==> src/rtl/cam_init_seq.sv <==
// cam_init_seq
//   Walks the camera sensor init table held in the pROM. Each 16-bit word is
//   {reg_addr, reg_data}. A normal word becomes one SCCB/I2C register write.
//   A word whose reg_addr is DLY_ADDR is a pause of reg_data milliseconds and
//   is never sent to the sensor.
//   The sequence runs once after reset and again on each accepted start pulse.
//   A write that is NACKed or times out is retried up to MAX_RETRY more times.
//   After that the sequence stops with init_fail set.
//
// Ports
//   clk, rst_n                  clock, synchronous active-low reset
//   start                       restart pulse, accepted only in IDLE
//   rom_ce/oce/reset/ad/dout    pROM read port
//   i2c_req/reg/dat             write request (level) and its payload
//   i2c_done/nack               write result pulses from the I2C master
//   busy                        sequence in progress
//   init_done/init_fail         result flags, held until the next start
//   fail_idx                    index of the entry that exhausted its retries
//
// state    | meaning
// ---------+--------------------------------------------------------------
// IDLE     | finished, waiting for start
// PWR_WAIT | sensor power-up settle time before the first fetch
// FETCH    | one-cycle pROM read of entry idx
// ROMWAIT  | wait out the pROM latency, then latch the word
// DECODE   | route to DELAY/NEXT for a delay word, else WRITE
// WRITE    | i2c_req held until done, nack or timeout
// DELAY    | in-table pause of reg_data ms
// NEXT     | advance idx or finish
// DONE     | one cycle with init_done set, then IDLE
// FAIL     | one cycle with init_fail set, then IDLE
module cam_init_seq #(
  parameter int unsigned NUM_ENTRIES  = 512,
  parameter int unsigned ROM_LAT      = 1,
  parameter logic [7:0]  DLY_ADDR     = 8'hFF,
  parameter int unsigned TICKS_PER_MS = 27000,
  parameter int unsigned PWR_WAIT_MS  = 20,
  parameter int unsigned MAX_RETRY    = 3,
  parameter int unsigned ACK_TIMEOUT  = 65535
) (
  input  logic        clk,
  input  logic        rst_n,
  input  logic        start,
  output logic        rom_ce,
  output logic        rom_oce,
  output logic        rom_reset,
  output logic [8:0]  rom_ad,
  input  logic [15:0] rom_dout,
  output logic        i2c_req,
  output logic [7:0]  i2c_reg,
  output logic [7:0]  i2c_dat,
  input  logic        i2c_done,
  input  logic        i2c_nack,
  output logic        busy,
  output logic        init_done,
  output logic        init_fail,
  output logic [8:0]  fail_idx
);

  localparam int TW = (TICKS_PER_MS > 1) ? $clog2(TICKS_PER_MS) : 1;
  localparam int RW = (MAX_RETRY > 0) ? $clog2(MAX_RETRY + 1) : 1;
  localparam logic [TW-1:0] TICK_LOAD = TW'(TICKS_PER_MS - 1);
  localparam logic [7:0]    PWR_LOAD  = 8'(PWR_WAIT_MS);
  localparam logic [15:0]   TO_LOAD   = 16'(ACK_TIMEOUT - 1);
  localparam logic [15:0]   LAT_LOAD  = 16'(ROM_LAT - 1);
  localparam logic [8:0]    LAST_IDX  = 9'(NUM_ENTRIES - 1);
  localparam logic [RW-1:0] RETRY_MAX = RW'(MAX_RETRY);

  typedef enum logic [3:0] {
    S_IDLE, S_PWR_WAIT, S_FETCH, S_ROMWAIT, S_DECODE,
    S_WRITE, S_DELAY, S_NEXT, S_DONE, S_FAIL
  } state_t;

  state_t        state_q, state_d;
  logic [8:0]    idx_q, idx_d;
  logic [15:0]   ent_q, ent_d;
  logic [RW-1:0] retry_q, retry_d;
  logic [TW-1:0] tick_q, tick_d;
  logic [7:0]    ms_q, ms_d;
  logic [15:0]   to_q, to_d;
  logic          done_q, done_d;
  logic          fail_q, fail_d;
  logic [8:0]    fail_idx_q, fail_idx_d;
  logic          wait_end;

  // The ms/tick pair counts down together. The last cycle of the wait is the
  // final tick of the final millisecond, so a load of N ms spends exactly
  // N*TICKS_PER_MS cycles in the state. A load of 0 leaves at once.
  assign wait_end = (ms_q == 8'd0) || ((ms_q == 8'd1) && (tick_q == '0));

  always_comb begin
    state_d    = state_q;
    idx_d      = idx_q;
    ent_d      = ent_q;
    retry_d    = retry_q;
    tick_d     = tick_q;
    ms_d       = ms_q;
    to_d       = to_q;
    done_d     = done_q;
    fail_d     = fail_q;
    fail_idx_d = fail_idx_q;
    case (state_q)
      S_IDLE: begin
        if (start) begin
          state_d    = S_PWR_WAIT;
          idx_d      = '0;
          retry_d    = '0;
          done_d     = 1'b0;
          fail_d     = 1'b0;
          fail_idx_d = '0;
          ms_d       = PWR_LOAD;
          tick_d     = TICK_LOAD;
        end
      end
      S_PWR_WAIT, S_DELAY: begin
        if (wait_end) begin
          state_d = (state_q == S_PWR_WAIT) ? S_FETCH : S_NEXT;
        end else if (tick_q == '0) begin
          tick_d = TICK_LOAD;
          ms_d   = ms_q - 8'd1;
        end else begin
          tick_d = tick_q - 1'b1;
        end
      end
      S_FETCH: begin
        state_d = S_ROMWAIT;
        to_d    = LAT_LOAD;
      end
      S_ROMWAIT: begin
        if (to_q == 16'd0) begin
          ent_d   = rom_dout;
          state_d = S_DECODE;
        end else begin
          to_d = to_q - 16'd1;
        end
      end
      S_DECODE: begin
        if (ent_q[15:8] == DLY_ADDR) begin
          if (ent_q[7:0] == 8'd0) begin
            state_d = S_NEXT;
          end else begin
            state_d = S_DELAY;
            ms_d    = ent_q[7:0];
            tick_d  = TICK_LOAD;
          end
        end else begin
          state_d = S_WRITE;
          to_d    = TO_LOAD;
        end
      end
      S_WRITE: begin
        // done has priority over a coincident nack. A retry goes back through
        // DECODE, which holds i2c_req low for one cycle between attempts.
        if (i2c_done) begin
          retry_d = '0;
          state_d = S_NEXT;
        end else if (i2c_nack || (to_q == 16'd0)) begin
          if (retry_q == RETRY_MAX) begin
            state_d    = S_FAIL;
            fail_d     = 1'b1;
            fail_idx_d = idx_q;
          end else begin
            retry_d = retry_q + 1'b1;
            state_d = S_DECODE;
          end
        end else begin
          to_d = to_q - 16'd1;
        end
      end
      S_NEXT: begin
        if (idx_q == LAST_IDX) begin
          state_d = S_DONE;
          done_d  = 1'b1;
        end else begin
          idx_d   = idx_q + 9'd1;
          state_d = S_FETCH;
        end
      end
      S_DONE, S_FAIL: state_d = S_IDLE;
      default:        state_d = S_IDLE;
    endcase
  end

  always_ff @(posedge clk) begin
    if (!rst_n) begin
      state_q    <= S_PWR_WAIT;
      idx_q      <= '0;
      ent_q      <= '0;
      retry_q    <= '0;
      tick_q     <= TICK_LOAD;
      ms_q       <= PWR_LOAD;
      to_q       <= '0;
      done_q     <= 1'b0;
      fail_q     <= 1'b0;
      fail_idx_q <= '0;
    end else begin
      state_q    <= state_d;
      idx_q      <= idx_d;
      ent_q      <= ent_d;
      retry_q    <= retry_d;
      tick_q     <= tick_d;
      ms_q       <= ms_d;
      to_q       <= to_d;
      done_q     <= done_d;
      fail_q     <= fail_d;
      fail_idx_q <= fail_idx_d;
    end
  end

  assign rom_ce    = (state_q == S_FETCH);
  assign rom_oce   = 1'b1;
  assign rom_reset = ~rst_n;
  assign rom_ad    = idx_q;
  assign i2c_req   = (state_q == S_WRITE);
  assign i2c_reg   = ent_q[15:8];
  assign i2c_dat   = ent_q[7:0];
  assign busy      = (state_q != S_IDLE);
  assign init_done = done_q;
  assign init_fail = fail_q;
  assign fail_idx  = fail_idx_q;

endmodule

==> config.mk <==
export PLATFORM = sky130hd
export DESIGN_NAME = cam_init_seq
export DESIGN_NICKNAME = d
export VERILOG_FILES = /design/src/rtl/cam_init_seq.sv
export SDC_FILE = /design/constraint.sdc
export NUM_CORES = 1
export LEC_CHECK = 0
export ABC_AREA = 0
export CAP_MARGIN = 20
export CORE_AREA = 2 2 89 91
export DETAILED_ROUTE_END_ITERATION = 10
export DIE_AREA = 0 0 91 93
export PLACE_DENSITY = 0.84
export SYNTH_ARGS = -nofsm -noshare
export SYNTH_HDL_FRONTEND = slang
export SYNTH_SLANG_ARGS = --single-unit
==> constraint.sdc <==
create_clock -name clk -period 6.1 [get_ports clk]
set_clock_uncertainty 0.1 [all_clocks]
set_input_delay 0.915 -clock clk [delete_from_list [all_inputs] [get_ports clk]]
set_output_delay 0.915 -clock clk [all_outputs]
set_load 0.02 [all_outputs]
Word level (Yosys, flattened, before mapping)
Index checks and enable logic that the tools add are counted.
Widths: inputs -> output; s select.
{"block": "totals", "ff_bits": 81, "latchBits": 0, "ramBits": 0, "romBits": 0, "inputBits": 21, "output_inout_bits": 41, "word_cells": 114, "n_memories": 0}
{"block": "op_classes", "add_sub_neg": 5, "n_mul": 0, "div_mod_pow": 0, "order_cmp": 0, "n_eq_ne": 28, "n_shift": 0, "mux": 47, "bitwise_logic": 1, "reduce_logical": 23}
{"operator": "$mux 15", "n": 5}
{"operator": "$mux 16", "n": 4}
{"operator": "$pmux 16 s4", "n": 1}
{"operator": "$mux 9", "n": 5}
{"operator": "$pmux 15 s3", "n": 1}
{"operator": "$mux 8", "n": 5}
{"operator": "$pmux 9 s2", "n": 2}
{"operator": "$mux 4", "n": 8}
{"operator": "$pmux 4 s7", "n": 1}
{"operator": "$ne 2x2->1 const B", "n": 13}
{"operator": "$pmux 8 s3", "n": 1}
{"operator": "$eq 4x3->1 const B", "n": 4}
{"operator": "$logic_not 16->1", "n": 1}
{"operator": "$logic_not 8->1", "n": 2}
{"operator": "$sub 16x1->16 const B", "n": 1}
{"operator": "$logic_not 15->1", "n": 1}
{"operator": "$reduce_and 5->1", "n": 3}
{"operator": "$sub 15x1->15 const B", "n": 1}
{"operator": "$add 9x1->9 const B", "n": 1}
{"operator": "$eq 9x9->1 const B", "n": 1}
{"operator": "$eq 4x2->1 const B", "n": 2}
{"operator": "$eq 8x1->1 const B", "n": 1}
{"operator": "$eq 8x8->1 const B", "n": 1}
{"operator": "$mux 2", "n": 4}
{"operator": "23 further kinds", "n": 35}

Depth between registers and ports, before layout
{"block": "depth", "depth_word": 5, "ltp_mapped": 10}

Worst setup path after synthesis
Ideal clock, no wire load.
{"block": "synth_path", "path_type": "in2out", "start": "input port rst_n", "end": "output port rom_reset", "arrival_time_ps": 1874, "required_ps": 5085, "path_slack_ps": 3211, "path_stages": 4, "path_buffers": 3, "path_cell_list": "clkbuf_1 > inv_1 > clkbuf_1 > clkbuf_1"}
{"block": "synth_via", "elab_chain_cells": 1}
{"element": "start: declaration", "line_no": "42", "text": "input logic rst_n,"}
{"element": "$not 1->1", "line_no": "212", "text": "assign rom_reset = ~rst_n;"}
{"element": "end: declaration", "line_no": "46", "text": "output logic rom_reset,"}
No other way between the ends.

Final worst setup path
{"block": "layout_path", "start": "register state_q[2]", "end": "output port i2c_req"}
{"block": "layout_via", "elab_chain_cells": 1}
{"element": "start: declaration", "line_no": "74", "text": "state_t state_q, state_d;"}
{"element": "start signal: assignment", "line_no": "197", "text": "state_q <= state_d;"}
{"element": "$eq 4x3->1", "line_no": "214", "text": "assign i2c_req = (state_q == S_WRITE);"}
{"element": "end: declaration", "line_no": "49", "text": "output logic i2c_req,"}
No other way between the ends.

==> key figures <==
Place
  – Pre-CTS setup slack: ~2.8 ns
  – Cell Area, Placed: around 0.005 mm2
  – IO buf count: 60
  – Gpl congestion: just under 0.9
  – DP HPWL: about 7800 um

Synthesis
  – Syn nets: ~560
  – Asr flop ratio synth: 0
  – Yosys warns: 0
  – Syn Inst Count: roughly 530
  – Largest family of logic cells by synthesized area: compound AO/OA/AOI/OAI gates
  – Xor and xnor area share after synthesis: 0.0203
  – Most area-hungry cell type in the Yosys netlist: dfxtp_1
  – #FFs+latches synth: just over 80
  – Number of synthesized flops with an enable pin: 0
  – Synth area leaders: dfxtp_1, nand2_1, a21oi_1
  – Post-Syn Area: ~0.0043 mm2
  – Sequential area share after synthesis: 0.376
  – Syn avg cell area: roughly 8.2 um2
  – Compound-Gate Fraction of Synth Area: 0.272
  – Post-synthesis mux area share: 0.00929
  – Post-synth top flop: dfxtp_1
  – Synth Area in Simple Gates: 0.253
  – Synth top area share: 0.376
  – Netlist cell types: 72
  – Synth Area in Adders: 0.0232

Setup path
  – Critical path origin: state_q[2]
  – CP max FO: 14
  – Arrival @ worst endpoint: approximately 2.5 ns
  – Crit path required time: 5.08 ns
  – Startpoint types: register
  – Crit Path Category: register to output port
  – R2r startpoint: state_q[2]
  – Crit. End Element: output port

Layout
  – Area Growth Syn to Fin: 19.1%
  – Design area: 0.00513 mm2
  – Layout cells sized above 1: 0.0728
  – Fin util: 0.682
  – N_diodes: 0
  – Nets: 601

Timing
  – Setup tns final: 0 ns
  – Fmax achieved: about 290 MHz
  – Fin crit share: 0.571
  – Number of hold violations in the final report: 0
  – Max_slew headroom: 0.269
  – Unrepaired setup endpoints after global routing: false
  – Final worst slack: 2.61 ns
  – Final Max Slew Viols: 0
  – Final setup fails: 0
  – Minimum clock period: between 3 and 4 ns
  – Slew of the pin with the lowest slew margin: around 1.1 ns

Die
  – DIE AREA: between 0.008 and 0.009 mm2
  – # rows: 32
  – IO Count: 62
  – Die Width: roughly 91 um
  – Total core area: ~0.0075 mm2
  – Die Y: 93 um
  – Starting Density: 0.573

Clock network
  – Postcts setup bufs: 0
  – CTS H-tree lvls: 3
  – # hold bufs at CTS: 0
  – CTS tree: yes
  – Clock tree buffer depth: 2
  – Clock root cell: clkbuf_8
  – Post-CTS sizing: 0
  – Clock latency on the worst-skew pair: about 0.36 ns
  – CTS buffer count: 9
  – Reg clk slew, reported paths: about 0.09 ns
  – Clock Sinks: 81

GRT
  – Number of antenna violations at the first check in global routing: 0
  – Pin count of the biggest net entering global routing: 47
  – Global-route wire length before repair: about 19000 um
  – GRT Total Usage: 0.266
  – Global route overflow: 0
  – Number of global-route vias before repair: 3955

Power and ir drop
  – Max VDD drop: about 220 uV
  – Power Density: 440 mW/mm2
  – Pwr Total: roughly 2.3 mW
  – P_leak: about 1.8 nW

Hold path
  – HP Start: ent_q[12]
  – Worst hold path class: register to register

Detailed routing
  – 1st-iter DRT viols: 296
  – Remaining DRCs: 0
  – Vias: 4213
  – Final ANT Viol Nets: 0
  – Drt wl/cell: around 16 um
  – Drt pass-1 iters: 4
  – Final Routed Wirelength: around 11000 um
  – Vias per cell: a little over 6

Status
  – Status: complete, no violations

Job
  – Maxcap violations: 0
final timing paths:
check	slack [ns]	end	cells after the start
setup / recovery	2.61	i2c_req	4
hold / removal	0.37	ent_q[12]	2
setup reg to reg	3.30	ms_q[0]	5
hold reg to reg	0.37	ent_q[12]	2
cells by family after synthesis:
| kind of cell | Yosys count |
|---|---|
| and+or+nand+nor | 211 |
| muxes | 4 |
| other | 1 |
| AOI/OAI and AO/OA | 168 |
| DFF | 81 |
| buffers and inverters | 43 |
| xor gates and xnor gates | 10 |
| adders and majority gates | 8 |
report_power, final:
group	internal, mW	switching, mW	total, mW
Clock	0.203	0.209	0.411
Sequential	0.610	0.108	0.719
Combinational	0.414	0.716	1.13
Total	1.23	1.03	2.26
per-layer routing:
metal  global-route usage  up-vias  routed length (um)
li1                     -     2036                   -
met1                0.332     2033                4840
met2                0.472      129                5680
met3               0.0330       15                 467
met4               0.0985        0                 145
met5                    0        -                   0
cell usage after synthesis (4+ instances only):
library cell,number
dfxtp_1,81
nand2_1,74
a21oi_1,48
nor2_1,37
o21ai_0,28
nor3_1,19
clkbuf_1,16
inv_1,15
nand3_1,11
nand4_1,11
a22o_1,9
nand2b_1,9
ha_1,8
o211ai_1,8
or3_1,8
a211oi_1,7
a21o_1,7
a31oi_1,7
and3_1,7
buf_2,7
xor2_1,7
o22ai_1,6
o31ai_1,6
nor2b_1,5
nor4_1,5
o311ai_0,5
mux2i_1,4
or4_1,4
stage by stage:
step,hold slack (ns),std cells
2_1_floorplan,0.336,526
3_5_place_dp,0.355,663
6_report,0.372,679
3_3_place_gp,0.346,663
4_1_cts,0.369,679
5_1_grt,0.396,679
registers in the layout, indices dropped and copies added, names as in the netlist:
name and count:
ent_q 16, to_q 16, tick_q 15, fail_idx 9
rom_ad 9, ms_q 8, state_q 4, retry_q 2
init_done 1, init_fail 1
area by class of cell:
class | instances | area [um2]
clock buffers | 11 | 141
clock inverters | 5 | 62.6
fillers | 618 | 2390
inverters | 16 | 60.1
multi-input cells | 402 | 2500
flip-flops and latches | 81 | 1620
well taps | 102 | 128
repair buffers | 62 | 616
layout by cell type, fill, tap and decap left out, types with 8 or more instances in the layout:
cell	instances
o21ai_0	27
nand2_1	74
ha_1	8
nand4_1	11
clkdlybuf4s50_1	60
a21oi_1	48
dfxtp_1	81
or3_1	8
nor2_1	37
inv_1	15
a22o_1	9
nor3_1	19
nand3_1	11
nand2b_1	9
clkbuf_8	10
o211ai_1	8
worst max-delay path, cell delays in order (launching register included):
cell	delay [ns]
dfxtp_1	0.59
nor2b_1	0.50
nand2_2	0.24
inv_2	0.16
clkdlybuf4s50_1	0.62
Power figures use the tool's default switching activity.
==> edit 1: new RTL, same flow settings <==
`to_q` no longer has a reset.
--- a/src/rtl/cam_init_seq.sv
+++ b/src/rtl/cam_init_seq.sv
@@ -189,7 +189,6 @@
       retry_q    <= '0;
       tick_q     <= TICK_LOAD;
       ms_q       <= PWR_LOAD;
-      to_q       <= '0;
       done_q     <= 1'b0;
       fail_q     <= 1'b0;
       fail_idx_q <= '0;
@@ -200,11 +199,14 @@
       retry_q    <= retry_d;
       tick_q     <= tick_d;
       ms_q       <= ms_d;
-      to_q       <= to_d;
       done_q     <= done_d;
       fail_q     <= fail_d;
       fail_idx_q <= fail_idx_d;
     end
+  end
+
+  always_ff @(posedge clk) begin
+    to_q <= to_d;
   end
 
   assign rom_ce    = (state_q == S_FETCH);
Behaviour: same outputs for any inputs over 10 cycles, from zero or initial values and one cycle with rst_n low; that may be too few to reach the edited logic, so the function may still have changed.
==> edit 1 against the unedited design <==
- worst setup slack got worse by 0.60 ns
- synthesized area down 3.4%
- combinational power shrank 41%
- final cell count shrank 4.1%
- sequential cell count stayed put
- final area fell by 2.0%
- synthesized cell count is 5.9% lower
- hold slack worse by 0.0044 ns
- power is 19% lower
- non-clock buffer count grew 1
- count of clock-buffer cells in the layout is the same
- sequential power grew 3.5%
- maximum frequency is 15% lower
- wire length decreased by 6.0%
- critical path type is now in -> out
- largest power group is now registers
==> edit 1: results (changes against the unedited design) <==
Final nets -> 573 (-4.7%)
Met2 routed WL -> 5160 um (-9.1%)
DRT iter0 DRCs -> 355 (+20%)
Fraction of layout cells with a size suffix above 1 -> 5.65% (-1.6 points)
Switching share of power -> 38.6% (-7.1 points)
Placer congestion estimate -> 0.852 (-4.1%)
Post-Syn Instances -> 495 (-5.9%)
Met3 WL -> 568 um (+22%)
Gr usage total -> 25.3% (-1.3 points)
Reg2Reg Depth -> 6 (+1)
Vias in the first global route -> 3,716 (-6.0%)
Synth Net Count -> 523 (-5.8%)
DR pass1 iterations -> 5 (+1)
Critical Path AT -> 3.07 ns (+0.60 ns)
Status -> completed
Crit path max fanout -> 46 (+32)
DP HPWL -> 7070 um (-9.0%)
Clk pin slew, worst setup/hold paths -> 0.08 ns
Met3 usage -> 6.45% (+3.1 points)
Post-synth EDFFs -> 16 (+16)
Vias -> 3,888 (-7.7%)
P_clk -> 0.000415 W (+1%)
Fin cells -> 651 (-4.1%)
Distinct cell type count of the synthesized netlist -> 58 (-19%)
Sequential fraction of the synthesis area -> 42.8% (+5.2 points)
Metal-1 WL -> 4560 um (-5.8%)
Seq. pwr -> 0.000744 W (+3.5%)
First-pass GRT wire length -> 17,500 um (-5.3%)
Max IR drop VDD -> 0.000232 V (+5.1%)
Wire length per cell -> 16.1 um (-2.0%)
Post-DP Area -> 0.00481 mm^2 (-2.4%)
GR met1 Demand/Resource -> 31.4% (-1.8 points)
[edit 1: final cells by class]
cell class	instances	share of cell area, %
clock inverter	4	0.970
timing repair buffer	63	12.4
tap	102	2.54
sequential	81	35.4
inverter	15	1.12
clock buffer	11	3.23
multi-input combinational	375	44.3
[edit 1: cell families after synthesis]
logic type / after synthesis / share of synthesized area, %
buffers and inverters: 39 / 3.82
AOI/OAI and AO/OA: 128 / 19.5
DFF: 81 / 42.8
muxes: 3 / 0.721
and+or+nand+nor: 214 / 26.4
other: 1 / 0.0901
adders and majority gates: 7 / 2.10
xor gates and xnor gates: 22 / 4.63
[edit 1: final timing paths]
kind                                          startpoint                       end  slack, ns
worst max-delay path                               rst_n                 rom_reset       2.01
worst min-delay path            fail_idx[7]$_SDFFE_PN0P_  fail_idx[7]$_SDFFE_PN0P_       0.37
worst max register to register   state_q[0]$_SDFFE_PN1P_    tick_q[9]$_SDFFE_PN0P_       2.50
worst min register to register  fail_idx[7]$_SDFFE_PN0P_  fail_idx[7]$_SDFFE_PN0P_       0.37
==> edit 2: new RTL, config.mk and constraints unchanged <==
Made on the original files. The parameter `PWR_WAIT_MS` goes from 20 to 15.
--- a/src/rtl/cam_init_seq.sv
+++ b/src/rtl/cam_init_seq.sv
@@ -34,7 +34,7 @@
   parameter int unsigned ROM_LAT      = 1,
   parameter logic [7:0]  DLY_ADDR     = 8'hFF,
   parameter int unsigned TICKS_PER_MS = 27000,
-  parameter int unsigned PWR_WAIT_MS  = 20,
+  parameter int unsigned PWR_WAIT_MS  = 15,
   parameter int unsigned MAX_RETRY    = 3,
   parameter int unsigned ACK_TIMEOUT  = 65535
 ) (
Behaviour: no difference found for any inputs over 10 cycles, from zero or initial values and one cycle with rst_n low; that may be too few to reach the edited logic, so the function may still have changed.
==> edit 2 against the unedited design <==
- die area did not move
- sequential share of layout area rose by 0.41 points
- largest power group unchanged
- critical path depth rose by 1
- synthesized area fell by 2.3%
- sequential cell count did not move
- register-to-register slack got worse by 0.64 ns
- synthesized cell count rose by 1.3%
- via count fell by 2.5%
- power rose by 3.0%
- clock power rose by 15%
- worst setup slack got worse by 0.31 ns
- final area fell by 1.3%
- wire length fell by 4.5%
- first-iteration DRC count fell by 25%
==> edit 2: results (changes against the unedited design) <==
Top area cells in the synthesized netlist -> dfxtp_1 39%, a21oi_1 6.4%, nand2_1 5.9%, nor2_1 4.5%, o21ai_0 3.4%
Placer congestion estimate -> 0.920 (+3.4%)
Largest net degree at the start of global routing -> 46 (-2.1%)
Syn. warnings -> 0 (unchanged)
Pleak -> 1.80 nW (-0.98%)
ANT cells -> 0 (unchanged)
List of most frequent post-synthesis cells -> 81 x dfxtp_1, 66 x nand2_1, 54 x a21oi_1
Synth Net Count -> 562 (+1.3%)
Via density per instance -> 6.01 (-3.1%)
Flop-to-flop setup slack -> 2.66 ns (-0.64 ns)
Post-Synth XOR/XNOR Area -> 1.87% (-0.16 points)
Internal power -> 0.00132 W (+7.1%)
Fin cells -> 683 (+0.59%)
First-pass GRT wire length -> 17,800 um (-4.1%)
Initial antenna violation count -> 0 (unchanged)
Gr usage total -> 25.3% (-1.3 points)
Compound-gate portion of the synthesized area -> 25.9% (-1.3 points)
Final nets -> 605 (+0.67%)
Cts hold-fix bufs -> 0 (unchanged)
Sequential fraction of the synthesis area -> 38.5% (+0.88 points)
Post-CTS setup buffer count -> 0 (unchanged)
Wire length per cell -> 15.6 um (-5.1%)
Post-Synth Adder-Cell Area -> 2.38% (+0.055 points)
PostCTS Resize Cnt -> 0 (unchanged)
Switching share of power -> 43.5% (-2.2 points)
Fraction of layout cells with a size suffix above 1 -> 5.68% (-1.6 points)
Distinct cell type count of the synthesized netlist -> 64 (-11%)
CTS Buffer Depth -> 2 (unchanged)
Crit path max fanout -> 45 (+31)
Synth Flop Type -> dfxtp_1
DP HPWL -> 7250 um (-6.6%)
Status -> completed
Root Buffer -> clkbuf_8
P_clk -> 0.000474 W (+15%)
Top delay family on crit path -> buffers and inverters
Largest regs -> ent_q: 16 flops, to_q: 16 flops, tick_q: 15 flops
IO buf count -> 60 (unchanged)
Fill cell count -> 638 (+3.2%)
DP Cell Count -> 667 (+0.60%)
Vias in the first global route -> 3,809 (-3.7%)
Critical Path AT -> 2.78 ns (+0.31 ns)
Mean area per synthesized cell -> 7.90 um^2 (-3.6%)
CP max stage delay -> 0.70 ns (+0.08 ns)
Main combinational cell family by area after synthesis -> compound AO/OA/AOI/OAI gates
CTS buffer count -> 9 (unchanged)
DR pass1 iterations -> 5 (+1)
Type of the tightest min-delay check -> reg -> reg
DRT iter0 DRCs -> 223 (-25%)
Slew HR -> 29.5% (+2.6 points)
Max IR drop VDD -> 0.000230 V (+4.0%)
Mux contribution to synthesized area -> 0.951% (+0.022 points)
Slowest-stage cell, CP -> clkdlybuf4s50_1
H-tree Lvls -> 3 (unchanged)
Worst-Skew Late Latency -> 0.36 ns (about the same)
Async SR Flop Fraction -> 0% (unchanged)
Comb pwr share -> 47.7% (-2.3 points)
Clk pin slew, worst setup/hold paths -> 0.08 ns
-- edit 2: worst paths after layout --
| kind | cells past startpoint | start | to |
|---|---|---|---|
| setup / recovery | 5 | rst_n | rom_reset |
| hold / removal | 2 | init_done$_SDFFE_PN0P_ | init_done$_SDFFE_PN0P_ |
| hold reg to reg | 2 | init_done$_SDFFE_PN0P_ | init_done$_SDFFE_PN0P_ |
| setup reg to reg | 8 | tick_q[0]$_SDFFE_PN1P_ | ms_q[2]$_SDFFE_PN1P_ |
-- edit 2: cell type report --
class | count | area (um^2) | share of cell area, %
repair buffers | 65 | 638 | 12.6
clock inverters | 6 | 115 | 2.27
clock buffers | 10 | 128 | 2.52
multi-input cells | 406 | 2390 | 47.1
flip-flops and latches | 81 | 1620 | 32.0
well taps | 102 | 128 | 2.52
inverters | 13 | 48.8 | 0.963
-- edit 2: cells by family (layout without fill, tap and decap cells) --
family | count (synthesis) | in the layout
compound gates | 170 | 170
xor+xnor | 9 | 9
fa+ha+maj | 8 | 8
buf+inv | 46 | 94
flops | 81 | 81
mux | 4 | 4
other cells | 1 | 1
simple gates | 214 | 214
-- edit 2: per-stage QoR --
step	hold WS, ns	util (%)	instance area (um^2)
after detailed placement	0.360	64.1	4830
final	0.371	67.3	5070
after floorplan	0.358	-	4210
after CTS	0.372	67.3	5070
after global routing	0.398	67.3	5070
after global placement	0.357	64.1	4830
-- edit 2: metal layers --
metal / routed length (um) / GRT usage [%] / share of wire, % / vias up
li1: - / - / - / 2038
met1: 4880 / 34.1 / 46 / 1929
met5: 0 / 0 / 0 / -
met2: 4970 / 40.9 / 47 / 133
met4: 90 / 6.57 / 0.85 / 0
met3: 697 / 6.12 / 6.6 / 8
